--- config.mk ---
export PLATFORM = sky130hd
export DESIGN_NAME = regfile_bypass
export DESIGN_NICKNAME = d
export VERILOG_FILES = /design/src/rtl/regfile_bypass.sv
export SDC_FILE = /design/constraint.sdc
export NUM_CORES = 2
export LEC_CHECK = 0
export CAP_MARGIN = 5
export CORE_MARGIN = 2
export CORE_UTILIZATION = 50
export DETAILED_ROUTE_END_ITERATION = 10
export DONT_BUFFER_PORTS = 1
export PLACE_DENSITY_LB_ADDON = 0.12
export SLEW_MARGIN = 25
export SYNTH_ARGS = -nofsm -noshare
export SYNTH_HDL_FRONTEND = slang
export SYNTH_SLANG_ARGS = --single-unit
--- constraint.sdc ---
create_clock -name i_clk -period 2.8 [get_ports i_clk]
set_input_delay 0.28 -clock i_clk [delete_from_list [all_inputs] [get_ports i_clk]]
set_output_delay 0.28 -clock i_clk [all_outputs]
set_load 0.01 [all_outputs]
--- src/rtl/regfile_bypass.sv ---
// Two-read/one-write register file: 1-cycle registered reads with write-to-read bypass, plus a register dump port.
// The dump streams one word per valid/ready transfer and holds the word while i_dump_ready is low; reads and writes never stall.
module regfile_bypass #(
   parameter int LEN      = 32,
   parameter int NB_REG   = 32,
   parameter int NB_ADDR  = 5,
   parameter int ZERO_REG = 1
) (
   input  logic               i_clk,
   input  logic               i_rst,
   input  logic               i_enable,
   input  logic               i_RegWrite,
   input  logic [NB_ADDR-1:0] i_read_register_1,
   input  logic [NB_ADDR-1:0] i_read_register_2,
   input  logic [NB_ADDR-1:0] i_write_register,
   input  logic [LEN-1:0]     i_write_data,
   output logic [LEN-1:0]     o_read_data_1,
   output logic [LEN-1:0]     o_read_data_2,
   input  logic               i_dump_start,
   input  logic               i_dump_ready,
   output logic               o_dump_valid,
   output logic [NB_ADDR-1:0] o_dump_addr,
   output logic [LEN-1:0]     o_dump_data,
   output logic               o_dump_busy,
   output logic               o_dump_done
);

   localparam logic [NB_ADDR:0]   REG_CNT  = (NB_ADDR+1)'(NB_REG);
   localparam logic [NB_ADDR-1:0] LAST_IDX = NB_ADDR'(NB_REG - 1);

   typedef enum logic [1:0] {IDLE, DUMP, DONE} dump_state_t;

   logic [LEN-1:0]     regs [NB_REG];
   dump_state_t        state;
   logic               wr_ok;
   logic [NB_ADDR-1:0] nxt_idx;
   logic [LEN-1:0]     rd_nxt_1;
   logic [LEN-1:0]     rd_nxt_2;

   function automatic logic is_live(input logic [NB_ADDR-1:0] a);
      return ({1'b0, a} < REG_CNT) && !((ZERO_REG != 0) && (a == '0));
   endfunction

   // Stored value only; out-of-range and the hard-wired zero register read as 0.
   function automatic logic [LEN-1:0] stored(input logic [NB_ADDR-1:0] a);
      return is_live(a) ? regs[a] : '0;
   endfunction

   assign wr_ok    = i_RegWrite && is_live(i_write_register);
   assign nxt_idx  = o_dump_addr + 1'b1;
   assign rd_nxt_1 = (wr_ok && (i_write_register == i_read_register_1)) ? i_write_data
                                                                        : stored(i_read_register_1);
   assign rd_nxt_2 = (wr_ok && (i_write_register == i_read_register_2)) ? i_write_data
                                                                        : stored(i_read_register_2);

   always_ff @(posedge i_clk or negedge i_rst) begin
      if (!i_rst) begin
         for (int i = 0; i < NB_REG; i++) regs[i] <= '0;
      end else if (wr_ok) begin
         regs[i_write_register] <= i_write_data;
      end
   end

   always_ff @(posedge i_clk or negedge i_rst) begin
      if (!i_rst) begin
         o_read_data_1 <= '0;
         o_read_data_2 <= '0;
      end else if (i_enable) begin
         o_read_data_1 <= rd_nxt_1;
         o_read_data_2 <= rd_nxt_2;
      end
   end

   // o_dump_addr doubles as the dump index; the next word is latched on the accepting edge.
   always_ff @(posedge i_clk or negedge i_rst) begin
      if (!i_rst) begin
         state        <= IDLE;
         o_dump_addr  <= '0;
         o_dump_data  <= '0;
         o_dump_valid <= 1'b0;
         o_dump_busy  <= 1'b0;
         o_dump_done  <= 1'b0;
      end else begin
         case (state)
            IDLE: begin
               o_dump_done <= 1'b0;
               if (i_dump_start) begin
                  state        <= DUMP;
                  o_dump_addr  <= '0;
                  o_dump_data  <= stored('0);
                  o_dump_valid <= 1'b1;
                  o_dump_busy  <= 1'b1;
               end
            end
            DUMP: begin
               if (i_dump_ready) begin
                  if (o_dump_addr == LAST_IDX) begin
                     state        <= DONE;
                     o_dump_valid <= 1'b0;
                     o_dump_busy  <= 1'b0;
                     o_dump_done  <= 1'b1;
                  end else begin
                     o_dump_addr <= nxt_idx;
                     o_dump_data <= stored(nxt_idx);
                  end
               end
            end
            DONE: begin
               o_dump_done <= 1'b0;
               state       <= IDLE;
            end
            default: state <= IDLE;
         endcase
      end
   end

endmodule

Word-level counts from Yosys, hierarchy flattened
Cells that the tools add are included.
{ "word_totals": {"inputBits": 53, "register_bits": 1129, "out_inout_bits": 104} }
{ "op_classes": {"n_lt_le_gt_ge": 5, "add_sub_neg": 1, "n_bitwise": 4, "n_reduce_logical": 17, "n_eq_ne": 9, "n_mux": 36} }
{ "ops": {"columns": ["op", "count"], "rows": [
  ["1024-bit bitwise mux", 1],
  ["32-bit binary-select mux with 5-bit select", 3],
  ["32-bit 2-to-1 mux", 15],
  ["32-bit demux with 5-bit select", 1],
  ["32-bit one-hot mux with 2 select lines", 1],
  ["6-bit greater-or-equal comparator (second input constant)", 4],
  ["5-bit inverter with 6-bit output", 4],
  ["5-bit logical NOT", 4],
  ["5-bit 2-to-1 mux", 3],
  ["5-bit == test", 2],
  ["5-bit one-hot mux with 2 select lines", 1],
  ["2-bit != test (second input constant)", 4],
  ["4-bit AND reduction", 2],
  ["6-bit by 1-bit < comparator with 1-bit output (second input constant)", 1],
  ["2-bit 2-to-1 mux", 3],
  ["3-bit AND reduction", 2],
  ["5-bit by 1-bit adder with 5-bit output (second input constant)", 1],
  ["5-bit == test (second input constant)", 1],
  ["1-bit 2-to-1 mux", 5],
  ["1-bit logical AND", 4],
  ["1-bit one-hot mux with 2 select lines", 2],
  ["2-bit one-hot mux with 2 select lines", 1],
  ["2-bit nonzero test", 2],
  ["2-bit by 1-bit == test with 1-bit output (second input constant)", 1],
  ["4 further kinds", 4]
]} }

Depth between registers and ports, before layout
{ "depth": {"depth_word": 9, "depth_mapped": 10, "mapped_depth_nobuf": 8} }

Worst setup path after synthesis
Ideal clock, no wire load.
{ "synth_timing": {"path_type": "register to register", "from": "register o_dump_addr[1]", "to": "register o_dump_data[21]", "arrival_time_ns": 2.585, "required_ns": 2.679, "stages_incl_launch_ff": 9, "path_buffers": 3, "setup_ns": 0.121, "setup_slack_ns": 0.093, "cell_sequence": "dfrtp_1 -> ha_1 -> clkbuf_1 -> clkbuf_1 -> clkbuf_1 -> mux4_2 -> mux4_2 -> a22oi_1 -> nand2_1"} }
{ "synth_between": {"elab_chain_len": 9, "elab_cells_between_ends": 13, "cone_classes": "add/sub: 1; eq/ne: 2; mux: 7; bitwise: 1; reduce/logical: 2"} }
{ "synth_rtl": {"columns": ["element", "line", "source"], "rows": [
  ["start: declaration", "22", "output logic [NB_ADDR-1:0] o_dump_addr,"],
  ["start signal: assignment", "103", "o_dump_addr <= nxt_idx;"],
  ["5-bit by 1-bit adder with 5-bit output", "50", "assign nxt_idx = o_dump_addr + 1'b1;"],
  ["5-bit inverter with 6-bit output (not written as such)", "46", "return is_live(a) ? regs[a] : '0;"],
  ["32-bit binary-select mux with 5-bit select", "46", null],
  ["32-bit 2-to-1 mux (not written as such) (2 in series)", "46", null],
  ["32-bit 2-to-1 mux", "46", null],
  ["32-bit 2-to-1 mux", "97", "if (o_dump_addr == LAST_IDX) begin"],
  ["32-bit 2-to-1 mux", "96", "if (i_dump_ready) begin"],
  ["32-bit one-hot mux with 2 select lines", "84", "case (state)"],
  ["end signal: assignment", "90", "o_dump_data <= stored('0);"],
  ["end signal: assignment", "104", "o_dump_data <= stored(nxt_idx);"],
  ["end: declaration", "23", "output logic [LEN-1:0] o_dump_data,"]
]} }
Parallel ways exist; a longest one is shown, timed or not. The select of a mux whose other input is x is not followed.
A chain may end at the register's enable or synchronous reset.

Worst setup path after layout
{ "layout_timing": {"from": "register o_dump_addr[0]", "to": "register o_dump_data[5]"} }
The elaborated chain is that of the path after synthesis.

==> impl_results.md <==
- Outcome: complete, but fails checks
- Failing checks: setup timing
- RSZ-0062 raised after global routing: yes
- Max cap viols: 0
- Vias in the first global route: 46100
- Hold path start: i_write_data[10]
- Pleak: 32.6 nW
- Post-route setup slack: -111 ps
- Worst EP required: 3450 ps
- Layout cell share with drive strength beyond 1: 0.473
- Worst r2r src: o_dump_addr[0]
- Cells after DPL: 5981
- PwrDens: 793 nW/um^2
- Worst Path Max Fanout: 8
- Max rail drop VDD: 0.524 mV
- Crit path DAT: 3560 ps
- Total Wirelength: 250000 um
- Most common flop cell mapped by yosys: dfrtp_1
- Starting Density: 0.502
- Worst slew pin tran: 1110 ps
- Mapped Cells: 4595
- Yosys warns: 0
- Clk pin slew, worst setup/hold paths: 60 ps
- Setup CP Type: reg2reg
- Initial DRC count: 5717
- Syn Nets: 4651
- CTS H-tree lvls: 4
- Maximum clock rate: 344 MHz
- Min-delay worst type: in2reg
- Port bufs: 0
- Clk root buf: clkbuf_16
- Max layer used: met5
- Metal3 WL: 26000 um
- Yosys reg bits: 1129
- CP max-delay cell: a22oi_2
- Vias after detailed routing: 47000
- Layout area overhead: 13.8%
- Core area: 133000 um^2
- Most frequent cells in the layout: dfrtp_1 (1128), mux2_2 (925), mux4_2 (701), mux2i_1 (374), clkbuf_16 (150)
- Final min period: 2910 ps
- GP Congestion: 0.831
- Final Core Density: 0.572
- Avg Synthesized Cell Area: 14.6 um^2
- Final period util: 1.04
- # clock sinks: 1129
- Total CTS buffers: 135
- HPWL after DPL: 133000 um
- Async set-reset flop share out of synthesis: 1.00
- R2R setup slack: -110 ps
- Setup crit end kind: register
- Slew Limit Fails: 0
- Metal2 WL: 112000 um
- Synthesized cell area: 66900 um^2
- Antenna violations before repair: 6
- 1st-pass router iterations: 5
- Residual DRC: 0
- Gr ovfl total: 0
- Most frequent CP cell: mux4_2
- CTS tree: done
- Clk buf depth: 3
- Worst hold endpoint: o_read_data_1[10]
- Nets: 4583
- Skew final: 30.3 ps
- Non-Filler Instances: 6404
- Die area: 137000 um^2
- Largest net degree at the start of global routing: 325
- Worst R2R Path Depth: 7
- Clock Latency Late Sink: 800 ps
- Crit path cell chain: ha_4 > buf_12 > buf_16 > mux4_2 > mux4_2 > a22oi_2 > nand2_1
- Post-synth EDFFs: 0
- Final ANT Viol Nets: 0
- Die height: 370 um
- Seq/Total Area, Yosys: 0.423
- Chip width: 370 um
- Hold WS: 53.1 ps
- Most common cell after layout, fill and taps aside: dfrtp_1
- Headroom to the max-slew limit: 0.260
- # rows: 134
- Critical path launch point type: register
- WL/cell: 39.0 um
- WL met1: 99100 um
- Vias/cell: 7.34
- Min-Delay Path Depth: 3
- Delay of the slowest cell on the worst path: 590 ps
- Ports: 157
- Reg2reg end: o_dump_data[5]
- Global-route wire length before repair: 356000 um
- Final Setup Violations: 5
- Endpoints failing hold: 0
- GRT Total Usage: 0.365
- Synth cell types: 53
==> area by class of cell <==
type                    count  area (um^2)
flip-flops and latches   1129        28300
multi-input cells        2886        36500
fillers                 10600        57000
clock inverters            53          561
inverters                  35          146
clock buffers             192         3970
repair buffers            340         4440
well taps                1768         2210
diodes                      1         2.50
==> report_power, final <==
| group | internal, W | switching [W] | leakage [nW] | total, W |
|---|---|---|---|---|
| Combinational | 0.0112 | 0.00799 | 15.9 | 0.0192 |
| Sequential | 0.0195 | 0.00357 | 14.5 | 0.0230 |
| Clock | 0.0107 | 0.00747 | 2.25 | 0.0182 |
==> metrics by stage <==
| step | TNS (ps) | cell area, um^2 | worst slack [ps] | total power, W |
|---|---|---|---|---|
| 2_1_floorplan | 0 | 66900 | 93.3 | 0.0347 |
| 3_3_place_gp | -42950 | 69200 | -479 | 0.0394 |
| 3_5_place_dp | -493 | 69200 | -493 | 0.0398 |
| 4_1_cts | -34.6 | 75300 | -34.6 | 0.0589 |
| 5_1_grt | -516 | 76100 | -109 | 0.0625 |
| 6_report | -145 | 76100 | -111 | 0.0604 |
==> worst max-delay path by stage <==
stage                                 end      startpoint  depth (start not counted)
after floorplan           o_dump_data[21]  o_dump_addr[1]                          8
after global placement     o_dump_data[5]  o_dump_addr[0]                          8
after detailed placement   o_dump_data[5]  o_dump_addr[0]                          8
after CTS                  o_dump_data[5]  o_dump_addr[0]                          7
after global routing       o_dump_data[5]  o_dump_addr[0]                          7
final                      o_dump_data[5]  o_dump_addr[0]                          7
==> routing by layer <==
| metal | track usage | vias up |
|---|---|---|
| li1 | - | 18100 |
| met1 | 0.501 | 25400 |
| met2 | 0.538 | 2845 |
| met3 | 0.104 | 631 |
| met4 | 0.167 | 4 |
| met5 | 0.00249 | - |
==> cell usage after synthesis, drive strengths merged (20+ instances only) <==
| master | n | share of area |
|---|---|---|
| a221oi | 61 | 0.0080 |
| nor3 | 20 | 0.0015 |
| nand2 | 150 | 0.0084 |
| o21a | 30 | 0.0034 |
| o31ai | 27 | 0.0030 |
| mux4 | 701 | 0.24 |
| nand3 | 31 | 0.0023 |
| mux2i | 374 | 0.056 |
| nor2 | 128 | 0.0072 |
| buf | 231 | 0.018 |
| a221o | 75 | 0.011 |
| dfrtp | 1129 | 0.42 |
| a22oi | 32 | 0.0036 |
| o221ai | 104 | 0.014 |
| o21ai | 34 | 0.0025 |
| clkbuf | 314 | 0.018 |
| mux2 | 1004 | 0.17 |
| inv | 34 | 0.0019 |
==> worst max-delay path, delay by kind of cell, from the launching register on <==
kind | cells | cell delay, ps
DFF | 1 | 580
adders and majority gates | 1 | 350
buffers and inverters | 2 | 290
AOI/OAI and AO/OA | 1 | 590
and+or+nand+nor | 1 | 100
muxes | 2 | 830
==> state kept, by name (all words and copies together) (netlist names) <==
register / cells
o_dump_addr: 5
o_dump_busy: 1
o_dump_data: 32
o_dump_done: 1
o_read_data_1: 32
o_read_data_2: 32
regs: 1024
state: 2
==> repair_timing <==
item | in CTS | in global routing
hold buffers | 101 | 1
pin swaps | 4 | 4
resized for setup | 12 | 24
setup buffers | 3 | 55
setup endpoints to repair | 2 | 370
gates cloned | 4 | 12
hold endpoints to repair | 1421 | 1
==> logic make-up after synthesis <==
logic type / share of synthesized area
DFF: 0.423
AOI/OAI and AO/OA: 0.0545
xor gates and xnor gates: 0.00157
buffers and inverters: 0.0374
muxes: 0.461
adders and majority gates: 0.000561
and+or+nand+nor: 0.0223
Power figures use the tool's default switching activity.
